## src/rtl/result_bcd_converter.sv

```systemverilog
// ----------------------------------------------------------------------------
// result_bcd_converter
//
// Captures the divider result when the divider FSM pulses `ready`. It then
// converts the result serially from binary to packed BCD using
// shift-and-add-3, one bit per clock. The digits drive the seven-segment
// decoder. A divide-by-zero result is shown as 4'hE in every digit.
//
// Optional build macro:
//   RESULT_BCD_BLANK_EN - when defined, leading zero digits above digit 0 are
//                         replaced by 4'hF (display blank code) on completion.
//                         The error code is never blanked. When undefined, no
//                         blanking logic exists.
//
// Parameters:
//   WIDTH   - bit width of the binary result (default 8)
//   DIGITS  - number of BCD digits (default 3); must satisfy
//             10^DIGITS > 2^WIDTH - 1
//
// Ports:
//   clk       in   system clock, rising edge
//   reset     in   asynchronous active-high reset
//   ready_in  in   result-ready pulse from the divider FSM
//   error_in  in   divide-by-zero flag, qualified by ready_in
//   value_in  in   [WIDTH-1:0] binary result, qualified by ready_in
//   bcd_out   out  [4*DIGITS-1:0] packed BCD, digit 0 (units) in [3:0]
//   bcd_valid out  bcd_out holds a finished conversion or the error code
//   busy      out  conversion in progress; captures are refused
//   err_out   out  displayed result is the error code
// ----------------------------------------------------------------------------
module result_bcd_converter #(
    parameter int WIDTH  = 8,
    parameter int DIGITS = 3
) (
    input  logic                  clk,
    input  logic                  reset,
    input  logic                  ready_in,
    input  logic                  error_in,
    input  logic [WIDTH-1:0]      value_in,
    output logic [4*DIGITS-1:0]   bcd_out,
    output logic                  bcd_valid,
    output logic                  busy,
    output logic                  err_out
);

    localparam int BW = 4 * DIGITS;
    localparam int CW = $clog2(WIDTH + 1);

    localparam logic [CW-1:0] CNT_LOAD = CW'(WIDTH);
    localparam logic [CW-1:0] CNT_ONE  = CW'(1);
    localparam logic [CW-1:0] CNT_ZERO = CW'(0);

    localparam logic [BW-1:0] ERR_CODE = {DIGITS{4'hE}};

    // ------------------------------------------------------------------------
    // Configuration check: the digit count must hold the largest input value.
    // ------------------------------------------------------------------------
    function automatic logic [127:0] pow10(input int n);
        logic [127:0] p;
        p = 128'd1;
        for (int i = 0; i < n; i++) begin
            p = p * 128'd10;
        end
        return p;
    endfunction

    localparam logic [127:0] MAX_VALUE = (128'd1 << WIDTH) - 128'd1;

    if (pow10(DIGITS) <= MAX_VALUE) begin : g_bad_config
        $error("result_bcd_converter: DIGITS too small for WIDTH");
    end

    // ------------------------------------------------------------------------
    // Helpers
    // ------------------------------------------------------------------------

    // Add 3 to every 4-bit digit that is 5 or more, before it is shifted.
    // After the shift the digit then carries correctly into the next decade.
    function automatic logic [BW-1:0] add3_digits(input logic [BW-1:0] acc);
        logic [BW-1:0] res;
        logic [3:0]    nib;
        res = {BW{1'b0}};
        for (int d = 0; d < DIGITS; d++) begin
            nib = acc[4*d +: 4];
            if (nib >= 4'd5) begin
                nib = nib + 4'd3;
            end else begin
                nib = nib;
            end
            res[4*d +: 4] = nib;
        end
        return res;
    endfunction

`ifdef RESULT_BCD_BLANK_EN
    // Replace leading zero digits with 4'hF. The scan runs from the most
    // significant digit down and stops at the first non-zero digit. Digit 0
    // is excluded, so a zero result still shows "0".
    function automatic logic [BW-1:0] blank_leading(input logic [BW-1:0] acc);
        logic [BW-1:0] res;
        logic          leading;
        res     = acc;
        leading = 1'b1;
        for (int d = DIGITS - 1; d >= 1; d--) begin
            if (leading && (acc[4*d +: 4] == 4'h0)) begin
                res[4*d +: 4] = 4'hF;
            end else begin
                leading = 1'b0;
            end
        end
        return res;
    endfunction
`endif

    // ------------------------------------------------------------------------
    // State
    // ------------------------------------------------------------------------
    typedef enum logic [0:0] {
        IDLE    = 1'b0,
        CONVERT = 1'b1
    } state_t;

    state_t             state_r;
    logic [WIDTH-1:0]   bin_r;
    logic [BW-1:0]      acc_r;
    logic [CW-1:0]      cnt_r;

    logic [BW-1:0]      acc_adj_s;
    logic [BW-1:0]      acc_next_s;
    logic [WIDTH-1:0]   bin_next_s;
    logic [BW-1:0]      final_s;
    logic               last_step_s;

    // One conversion step: add-3 correction, then shift {acc, bin} left by one.
    always_comb begin
        acc_adj_s   = add3_digits(acc_r);
        acc_next_s  = {acc_adj_s[BW-2:0], bin_r[WIDTH-1]};
        bin_next_s  = {bin_r[WIDTH-2:0], 1'b0};
`ifdef RESULT_BCD_BLANK_EN
        final_s     = blank_leading(acc_next_s);
`else
        final_s     = acc_next_s;
`endif
        if (cnt_r == CNT_ONE) begin
            last_step_s = 1'b1;
        end else begin
            last_step_s = 1'b0;
        end
    end

    // Control FSM with registered outputs. Captures happen only in IDLE.
    // In CONVERT, ready_in is ignored.
    always_ff @(posedge clk or posedge reset) begin
        if (reset) begin
            state_r   <= IDLE;
            bin_r     <= {WIDTH{1'b0}};
            acc_r     <= {BW{1'b0}};
            cnt_r     <= CNT_ZERO;
            bcd_out   <= {BW{1'b0}};
            bcd_valid <= 1'b0;
            busy      <= 1'b0;
            err_out   <= 1'b0;
        end else begin
            case (state_r)
                IDLE: begin
                    if (ready_in && error_in) begin
                        // Divide-by-zero: show the error code immediately.
                        bcd_out   <= ERR_CODE;
                        bcd_valid <= 1'b1;
                        err_out   <= 1'b1;
                        busy      <= 1'b0;
                        state_r   <= IDLE;
                    end else if (ready_in) begin
                        // Start a conversion. bcd_out is left untouched so
                        // the display does not flicker while converting.
                        bin_r     <= value_in;
                        acc_r     <= {BW{1'b0}};
                        cnt_r     <= CNT_LOAD;
                        bcd_valid <= 1'b0;
                        err_out   <= 1'b0;
                        busy      <= 1'b1;
                        state_r   <= CONVERT;
                    end else begin
                        busy      <= 1'b0;
                        state_r   <= IDLE;
                    end
                end
                CONVERT: begin
                    acc_r <= acc_next_s;
                    bin_r <= bin_next_s;
                    cnt_r <= cnt_r - CNT_ONE;
                    if (last_step_s) begin
                        bcd_out   <= final_s;
                        bcd_valid <= 1'b1;
                        busy      <= 1'b0;
                        state_r   <= IDLE;
                    end else begin
                        busy      <= 1'b1;
                        state_r   <= CONVERT;
                    end
                end
                default: begin
                    state_r   <= IDLE;
                    cnt_r     <= CNT_ZERO;
                    busy      <= 1'b0;
                end
            endcase
        end
    end

endmodule

```

## config.mk

```make
export PLATFORM = sky130hd
export DESIGN_NAME = result_bcd_converter
export DESIGN_NICKNAME = d
export VERILOG_FILES = /design/src/rtl/result_bcd_converter.sv
export SDC_FILE = /design/constraint.sdc
export NUM_CORES = 1
export LEC_CHECK = 0
export BUFFER_PORTS_ARGS = -buffer_cell sky130_fd_sc_hd__clkbuf_2
export CORE_MARGIN = 2
export CORE_UTILIZATION = 45
export DETAILED_ROUTE_END_ITERATION = 7
export GPL_TIMING_DRIVEN = 0
export PLACE_DENSITY_LB_ADDON = 0.25
export SYNTH_ARGS = -nofsm -noshare
export SYNTH_HDL_FRONTEND = slang
export SYNTH_SLANG_ARGS = --single-unit
```

## constraint.sdc

```tcl
create_clock -name clk -period 2.6 [get_ports clk]
set_input_delay 0.39 -clock clk [delete_from_list [all_inputs] [get_ports clk]]
set_output_delay 0.39 -clock clk [all_outputs]
set_load 0.02 [all_outputs]
```

==> impl_metrics.env, run 1 <==
export IMPL_io_buffers=26
export IMPL_clock_latency_ns=0.29
export IMPL_yosysUniqueCellTypes=31
export IMPL_synth_compound_area_share_pct=16.6
export IMPL_syn_cell_area_um2=1910
export IMPL_fin_tns_setup_ns=0
export IMPL_crit_arrival_ns=1.86
export IMPL_synthMuxAreaShare_pct=8.59
export IMPL_r2r_start="cnt_r[1]"
export IMPL_wire_per_inst_um=14.8
export IMPL_synth_top_cell_area_share_pct=51.1
export IMPL_antenna_found_initial=0
export IMPL_cts_clk_slew_worst_paths_ns=0.08
export IMPL_clkPwrFrac_pct=20.4
export IMPL_die_w_um=69.1
export IMPL_critPathLaunchType="flop"
export IMPL_status="completed"
export IMPL_syn_nets=194
export IMPL_required_ns=2.82
export IMPL_rsz0062_at_grt="false"
export IMPL_clk_path_buf_depth=2
export IMPL_ir_worst_vdd_mv=0.418
export IMPL_synth_adder_area_share_pct=5.25
export IMPL_grt_max_degree=40
export IMPL_syn_to_final_growth_pct=17.2
export IMPL_final_setup_skew_ns=0.00348
export IMPL_core_um2=4030
export IMPL_cts_tree="done"
export IMPL_worstSetupStartpoint="cnt_r[1]"
export IMPL_vias=1408
export IMPL_slew_viol_final=0
export IMPL_yosysMostFrequentCell="dfrtp_1"
export IMPL_die_y_um=69.1
export IMPL_switchingPower_mw=1.12
export IMPL_slew_headroom_pct=46.6
export IMPL_drtPass1Iterations=4
export IMPL_hold_viol=0
export IMPL_avgSynthCellArea_um2=11.0
export IMPL_place_ws_ns=0.964
export IMPL_power_leakage_nw=1.07
export IMPL_min_period_over_period_pct=63.2
export IMPL_seqPwrFrac_pct=36.2
export IMPL_synthTopCellsByArea="dfrtp_1, mux2i_1, ha_1, nand2_1, o21ai_0"
export IMPL_n_antenna_cell=0
export IMPL_hp_class="primary input to asynchronous set/reset pin"
export IMPL_dieArea_um2=4780
export IMPL_drv_cap=0
export IMPL_yosys_area_top_type="dfrtp_1"
export IMPL_drc=0
export IMPL_post_cts_setup_buffers=0
export IMPL_synthArstFlopShare_pct=100
export IMPL_fmaxAchievable_ghz=0.609
export IMPL_fin_ws_ns=0.957
export IMPL_synth_seq_area_share_pct=51.1
export IMPL_synth_xor_area_share_pct=1.84
export IMPL_start_util_pct=47.4
export IMPL_wirelength_um=3810
export IMPL_sw_frac_of_total_pct=37.8
export IMPL_yosysWarnings=0
export IMPL_dp_hpwl_um=2710
export IMPL_grt_pass1_vias=1486
export IMPL_setup_viol=0
export IMPL_combinationalPowerShare_pct=43.4
export IMPL_num_nets_final=227
export IMPL_place_gp_congestion=0.783
export IMPL_cp_max_fo=4
export IMPL_final_cells=258
export IMPL_worst_pin_slew_ns=0.800
export IMPL_numCtsBuffers=5
export IMPL_viasPerCell=5.46
export IMPL_syn_inst=174
export IMPL_cellPowerDensity_nw_per_um2=1330
export IMPL_track_usage_pct=17.6
export IMPL_placed_cells=250
export IMPL_synth_top_family_by_area="compound AO/OA/AOI/OAI gates"
export IMPL_r2r_cells=5
export IMPL_fin_crit_ns=1.64
export IMPL_synth_edf_count=0
export IMPL_cts_sinks=39
export IMPL_grt_pass1_wl_um=6830
export IMPL_pin_count=27
export IMPL_grt_remaining_overflow=0
export IMPL_synth_simple_area_share_pct=11.3
export IMPL_path_class="flop to flop"
export IMPL_ys_ff_latch=39
export IMPL_drive_gt1_share_pct=25.5
export IMPL_root_buffer="clkbuf_8"
export IMPL_end_kind="flop"
export IMPL_ant_nets=0
export IMPL_p_int_mw=1.85
export IMPL_rows=23
export IMPL_synthFlopType="dfrtp_1"
export IMPL_cts_resized=0
export IMPL_drtIter0Drc=94
export IMPL_cts_htree_levels=2
export IMPL_cts_hold_buf=0
export IMPL_ys_top_cells_by_count="dfrtp_1, nand2_1, o21ai_0"
-- critical path, stage by stage (launching register included) --
cell and delay [ns]:
dfrtp_1 0.40, inv_1 0.09, ha_1 0.16, nor4bb_1 0.66, nand3_1 0.15, o21ai_0 0.10
-- worst paths after layout --
kind	to	slack, ns
worst max-delay path	bcd_out[0]	0.96
worst min-delay path	bcd_valid	0.23
worst max register to register	bcd_out[0]	0.96
worst min register to register	bin_r[4]	0.49
max in group asynchronous	acc_r[2]	1.86
min in group clk	bin_r[0]	0.32
-- area by class of cell --
cell class | instances | area [um2]
Fill cell | 378 | 1790
Sequential cell | 39 | 976
Multi-Input combinational cell | 116 | 831
Timing Repair Buffer | 26 | 130
Clock buffer | 5 | 68.8
Clock inverter | 3 | 67.6
Buffer | 9 | 63.8
Tap cell | 50 | 62.6
Inverter | 10 | 37.5
-- per-stage QoR --
step / cell area [um2] / hold WS (ns) / utilization, % / power [mW]
6_report: 2240 / 0.233 / 55.5 / 2.97
5_1_grt: 2240 / 0.312 / 55.5 / 3.22
4_1_cts: 2240 / 0.264 / 55.5 / 3.00
3_5_place_dp: 2100 / 0.473 / 52.1 / 2.38
3_3_place_gp: 2100 / 0.459 / 52.1 / 2.32
2_1_floorplan: 1910 / 0.449 / - / 2.05
-- cells in the final DEF (no fill, tap or decap), drive strengths merged, types with 2 or more instances in the layout --
cell,netlist,routed
buf,8,8
o21ai,15,15
nand2b,5,5
dfrtp,39,39
xnor2,3,3
a22o,6,6
a21o,4,4
a21oi,13,13
nand2,19,19
inv,10,10
nand3,3,3
mux2i,13,13
nor3b,2,2
clkbuf,1,32
ha,8,8
o22a,6,6
mux2,3,3
bufinv,0,2
nand3b,2,2
nor2,7,7
-- flip-flops by register name, indices dropped and copies added, names as in the netlist --
| register | cells |
|---|---|
| acc_r | 12 |
| state_r | 1 |
| bcd_out | 12 |
| bcd_valid | 1 |
| cnt_r | 4 |
| err_out | 1 |
| bin_r | 8 |
-- logic make-up after synthesis --
kind of cell / after synthesis
compound gates: 46
buf+inv: 19
xor+xnor: 4
simple gates: 42
fa+ha+maj: 8
flops: 39
mux: 16
-- power by group through the flow --
stage / logic [mW] / registers (mW) / clock network, mW
6_report: 1.29 / 1.07 / 0.606
5_1_grt: 1.46 / 1.11 / 0.639
4_1_cts: 1.31 / 1.07 / 0.615
3_5_place_dp: 1.30 / 1.09 / 0
3_3_place_gp: 1.25 / 1.07 / 0
2_1_floorplan: 0.892 / 1.16 / 0
-- metal layers --
metal  vias up  track usage, %  share of wire [%]
li1        669               -                  -
met1       705            20.9                 46
met2        26            31.0                 49
met3         8            4.24                3.4
met4         0            6.32                1.8
met5         -               0                  0
No activity file was read; power rests on OpenSTA's default activity.
==> run 2: changes to the inputs <==
==> constraint.sdc (replaced) <==
create_clock -name clk -period 1.6 [get_ports clk]
set_input_delay 0.24 -clock clk [delete_from_list [all_inputs] [get_ports clk]]
set_output_delay 0.24 -clock clk [all_outputs]
set_load 0.02 [all_outputs]
==> run 2 against run 1 <==
Net effect: sequential power increased by 65%; via count is 1.1% lower; critical path depth did not move; critical endpoint is now bcd_out[10]; largest power group unchanged.
==> impl_metrics.env, run 2 (synthesis gave the netlist of run 1 again) <==
export IMPL_status="completed"
export IMPL_io_buffers=26
export IMPL_mostFrequentLayoutCells="dfrtp_1, clkbuf_2, nand2_1"
export IMPL_power_leakage_nw=1.07
export IMPL_r2r_setup_slack_ns=0.07
export IMPL_start_util_pct=47.4
export IMPL_path_class="flop to flop"
export IMPL_r2r_cells=5
export IMPL_seqPwrFrac_pct=35.6
export IMPL_wirelength_um=3860
export IMPL_switchingPower_mw=1.89
export IMPL_cellPowerDensity_nw_per_um2=2170
export IMPL_slew_viol_final=0
export IMPL_design_area_um2=2290
export IMPL_clk_path_buf_depth=2
export IMPL_final_setup_skew_ns=0.00281
export IMPL_syn_to_final_growth_pct=20.0
export IMPL_slew_headroom_pct=46.2
export IMPL_slowest_stage="dfrtp_2"
export IMPL_drc=0
export IMPL_critPathLaunchType="flop"
export IMPL_fin_crit_ns=1.53
export IMPL_cts_tree="done"
export IMPL_vias=1393
export IMPL_n_antenna_cell=0
export IMPL_mostFrequentLayoutCell="dfrtp_1"
export IMPL_crit_arrival_ns=1.75
export IMPL_cts_sinks=39
export IMPL_cts_clk_slew_worst_paths_ns=0.08
export IMPL_drv_cap=0
export IMPL_hold_viol=0
export IMPL_r2r_start="acc_r[8]"
export IMPL_combinationalPowerShare_pct=44.6
export IMPL_fin_tns_setup_ns=0
export IMPL_sw_frac_of_total_pct=37.9
export IMPL_clock_latency_ns=0.29
export IMPL_drtPass1Iterations=4
export IMPL_placed_area_um2=2100
export IMPL_r2r_end="bcd_out[10]"
export IMPL_cp_max_fo=4
export IMPL_dieArea_um2=4780
export IMPL_hp_class="primary input to asynchronous set/reset pin"
export IMPL_num_nets_final=228
export IMPL_drive_gt1_share_pct=29.7
export IMPL_track_usage_pct=17.6
export IMPL_clkPwrFrac_pct=19.8
export IMPL_grt_pass1_vias=1476
export IMPL_worst_pin_slew_ns=0.806
export IMPL_numCtsBuffers=5
export IMPL_viasPerCell=5.38
export IMPL_die_w_um=69.1
export IMPL_core_um2=4030
export IMPL_cts_hold_buf=0
export IMPL_cts_htree_levels=2
export IMPL_root_buffer="clkbuf_8"
export IMPL_place_gp_congestion=0.783
export IMPL_ir_worst_vdd_mv=0.733
export IMPL_fmaxAchievable_ghz=0.653
export IMPL_reg_top3="acc_r x12, bcd_out x12, bin_r x8"
export IMPL_antenna_found_initial=0
export IMPL_grt_remaining_overflow=0
export IMPL_p_int_mw=3.08
export IMPL_min_period_over_period_pct=95.8
export IMPL_wire_per_inst_um=14.9
export IMPL_drtIter0Drc=92
export IMPL_pin_count=27
export IMPL_worstPathCellList="ha_1 -> nand2b_1 -> a21oi_2 -> mux2_2 -> a21oi_1"
export IMPL_ant_nets=0
export IMPL_grt_max_degree=40
export IMPL_die_y_um=69.1
export IMPL_setup_viol=0
export IMPL_grt_pass1_wl_um=6820
export IMPL_required_ns=1.82
export IMPL_end_kind="flop"
export IMPL_dp_hpwl_um=2710
export IMPL_cpPeakStageDelay_ns=0.44
export IMPL_rows=23
[run 2: repair_timing]
action                                  in CTS  in global routing
cloned                                       0                  0
endpoints found under the setup margin       3                  9
hold endpoints to repair                     0                  0
gates resized for setup                      3                  8
pin swaps                                    0                  2
setup buffers                                0                  1
[run 2: cell type report]
class | count | area (um2)
plain buffers | 9 | 67.6
clock buffers | 5 | 68.8
clock inverters | 3 | 67.6
fillers | 369 | 1740
inverters | 10 | 37.5
multi-input cells | 116 | 870
flip-flops and latches | 39 | 978
well taps | 50 | 62.6
repair buffers | 27 | 138
[run 2: critical path: cells and delay by family (launching register included)]
| kind | cells | cell delay (ns) |
|---|---|---|
| flops | 1 | 0.44 |
| simple gates | 1 | 0.15 |
| mux | 1 | 0.37 |
| compound gates | 2 | 0.32 |
| fa+ha+maj | 1 | 0.19 |
[run 2: how the worst max path moves through the flow]
stage                         from          end  depth (start not counted)
after floorplan           acc_r[8]  bcd_out[10]                          5
after global placement       reset   bcd_out[2]                          2
after detailed placement  acc_r[8]    acc_r[10]                          6
after CTS                 acc_r[8]  bcd_out[10]                          6
after global routing      cnt_r[1]   bcd_out[4]                          6
final                     acc_r[8]  bcd_out[10]                          5
[run 2: metrics by stage]
| step | power [mW] | cells | setup slack (ns) | utilization, % | hold WS, ns |
|---|---|---|---|---|---|
| after floorplan | 3.34 | 174 | 0.119 | - | 0.371 |
| after global placement | 3.76 | 250 | 0.0151 | 52.1 | 0.459 |
| after detailed placement | 3.88 | 250 | -0.0361 | 52.1 | 0.432 |
| after CTS | 4.90 | 258 | 0.0286 | 55.8 | 0.114 |
| after global routing | 5.37 | 259 | -0.0116 | 56.8 | 0.162 |
| final | 4.97 | 259 | 0.0675 | 56.8 | 0.0861 |
[run 2: power by group through the flow]
stage	registers (mW)	logic, mW	clock network, mW
after floorplan	1.89	1.45	0
after global placement	1.73	2.03	0
after detailed placement	1.77	2.11	0
after CTS	1.75	2.15	0.999
after global routing	1.83	2.50	1.04
final	1.77	2.22	0.982
[run 2: routing by layer]
metal | wire, um | up-vias | global-route usage, %
li1 | - | 671 | -
met1 | 1770 | 696 | 21.0
met2 | 1900 | 18 | 30.8
met3 | 111 | 8 | 4.24
met4 | 70 | 0 | 6.32
met5 | 0 | - | 0
==> run 3: changes to the inputs <==
--- a/config.mk
+++ b/config.mk
@@ -5,10 +5,10 @@
 export SDC_FILE = /design/constraint.sdc
 export NUM_CORES = 1
 export LEC_CHECK = 0
-export BUFFER_PORTS_ARGS = -buffer_cell sky130_fd_sc_hd__clkbuf_2
 export CORE_MARGIN = 2
 export CORE_UTILIZATION = 45
 export DETAILED_ROUTE_END_ITERATION = 7
+export DONT_BUFFER_PORTS = 1
 export GPL_TIMING_DRIVEN = 0
 export PLACE_DENSITY_LB_ADDON = 0.25
 export SYNTH_ARGS = -nofsm -noshare
==> constraint.sdc (replaced) <==
create_clock -name clk -period 1.9 [get_ports clk]
set_input_delay 0.285 -clock clk [delete_from_list [all_inputs] [get_ports clk]]
set_output_delay 0.285 -clock clk [all_outputs]
set_load 0.02 [all_outputs]
==> run 3 against run 2 <==
Net effect: non-clock buffer count fell by 27; first-iteration DRC count fell by 15%; clock skew rose by 0.0057 ns; critical path depth fell by 1; flip-flop and latch count did not move; worst hold slack got worse by 0.060 ns; core utilization fell by 5.0 points; setup slack improved by 0.18 ns; critical path type unchanged.
==> impl_metrics.env, run 3 (synthesis gave the netlist of run 1 again) <==
export IMPL_hp_class="primary input to asynchronous set/reset pin"
export IMPL_r2r_start="state_r"
export IMPL_hold_viol=0
export IMPL_slew_viol_final=0
export IMPL_cts_clk_slew_worst_paths_ns=0.08
export IMPL_cts_sinks=39
export IMPL_track_usage_pct=17.8
export IMPL_r2r_setup_slack_ns=0.24
export IMPL_dieArea_um2=4780
export IMPL_multi_input_area_um2=831
export IMPL_io_buffers=0
export IMPL_cts_hold_buf=0
export IMPL_rows=23
export IMPL_crit_arrival_ns=1.87
export IMPL_fillers=361
export IMPL_grt_max_degree=40
export IMPL_die_y_um=69.1
export IMPL_n_antenna_cell=0
export IMPL_ant_nets=0
export IMPL_wirelength_um=3750
export IMPL_critPathLaunchType="flop"
export IMPL_met2_usage_pct=28.1
export IMPL_cp_max_fo=9
export IMPL_die_w_um=69.1
export IMPL_dp_hpwl_um=2660
export IMPL_path_class="flop to flop"
export IMPL_worstSetupStartpoint="state_r"
export IMPL_required_ns=2.11
export IMPL_min_period_over_period_pct=87.2
export IMPL_drive_gt1_share_pct=14.8
export IMPL_power_leakage_nw=0.959
export IMPL_cts_tree="done"
export IMPL_design_area_um2=2090
export IMPL_vias=1312
export IMPL_viasPerCell=5.66
export IMPL_gr_usage_met1_pct=23.1
export IMPL_register_area_um2=976
export IMPL_grt_pass1_wl_um=6770
export IMPL_slew_headroom_pct=46.0
export IMPL_numCtsBuffers=5
export IMPL_drv_cap=0
export IMPL_grt_util_met3_pct=4.97
export IMPL_r2r_cells=4
export IMPL_ir_worst_vdd_mv=0.545
export IMPL_grt_pass1_vias=1336
export IMPL_reg_top3="acc_r x12, bcd_out x12, bin_r x8"
export IMPL_mostFrequentLayoutCell="dfrtp_1"
export IMPL_r2r_end="bcd_out[0]"
export IMPL_fin_crit_ns=1.66
export IMPL_rsz0062_at_grt="false"
export IMPL_wire_per_inst_um=16.1
export IMPL_placed_area_um2=1970
export IMPL_fin_tns_setup_ns=0
export IMPL_status="completed"
export IMPL_end_kind="flop"
export IMPL_fmaxAchievable_ghz=0.604
export IMPL_drc=0
export IMPL_grt_remaining_overflow=0
export IMPL_post_cts_setup_buffers=0
export IMPL_syn_to_final_growth_pct=9.44
export IMPL_clk_path_buf_depth=2
export IMPL_clock_latency_ns=0.29
export IMPL_root_buffer="clkbuf_8"
export IMPL_worst_pin_slew_ns=0.809
export IMPL_cts_resized=0
export IMPL_gr_max_usage_layer="met2"
export IMPL_antenna_found_initial=0
export IMPL_final_setup_skew_ns=0.00847
export IMPL_pin_count=27
export IMPL_drtIter0Drc=78
export IMPL_core_um2=4030
export IMPL_start_util_pct=47.4
export IMPL_place_gp_congestion=0.779
export IMPL_cts_htree_levels=2
export IMPL_mostFrequentLayoutCells="dfrtp_1, nand2_1, o21ai_0"
export IMPL_num_nets_final=201
export IMPL_setup_viol=0
export IMPL_cellPowerDensity_nw_per_um2=1840
export IMPL_drtPass1Iterations=4
[run 3: changes by cell type in the layout (fill, tap and decap cells not counted), moves of 2 or more]
| cell | previous run | this run |
|---|---|---|
| ha_1 | 5 | 8 |
| ha_2 | 2 | 0 |
| clkbuf_2 | 26 | 0 |
| dfrtp_2 | 2 | 0 |
| dfrtp_1 | 37 | 39 |
[run 3: per-stage QoR]
stage          hold slack [ns]  worst slack, ns  cells  utilization (%)  total power, mW
3_5_place_dp             0.372            0.237    224             48.9             3.15
3_3_place_gp             0.421            0.274    224             48.9             3.05
2_1_floorplan            0.416            0.419    174                -             2.81
4_1_cts                 0.0638            0.218    232             51.8             3.88
5_1_grt                  0.100           0.0433    232             51.8             4.16
6_report                0.0265            0.243    232             51.8             3.84
[run 3: area by class of cell]
cell class / instances / area share, %
inverters: 10 / 1.80
clock inverters: 2 / 1.68
well taps: 50 / 3.00
flip-flops and latches: 39 / 46.7
plain buffers: 9 / 3.06
multi-input cells: 116 / 39.8
clock buffers: 6 / 3.95
[run 3: how the worst max path moves through the flow]
| stage | cells past startpoint | slack [ns] | to |
|---|---|---|---|
| floorplan | 5 | 0.42 | bcd_out[10] |
| global placement | 4 | 0.27 | bcd_out[0] |
| detailed placement | 4 | 0.24 | bcd_out[0] |
| CTS | 4 | 0.22 | bcd_out[0] |
| global route | 4 | 0.04 | bcd_out[0] |
| finish | 4 | 0.24 | bcd_out[0] |
[run 3: layer usage]
| layer | part of all wire [%] | vias to the layer above |
|---|---|---|
| li1 | - | 617 |
| met1 | 44 | 652 |
| met2 | 49 | 34 |
| met3 | 4.4 | 9 |
| met4 | 2.4 | 0 |
| met5 | 0 | - |
[run 3: where the power goes]
part,internal (mW),leakage [nW],switching (mW)
combinational,0.721,0.427,0.751
sequential,1.19,0.471,0.462
clock,0.425,0.0612,0.292
total,2.34,0.959,1.50
[run 3: worst max-delay path, stage by stage, from the launching register on]
cell and delay [ns]:
dfrtp_1 0.48, buf_4 0.23, nor4bb_1 0.63, nand3_1 0.14
o21ai_0 0.10
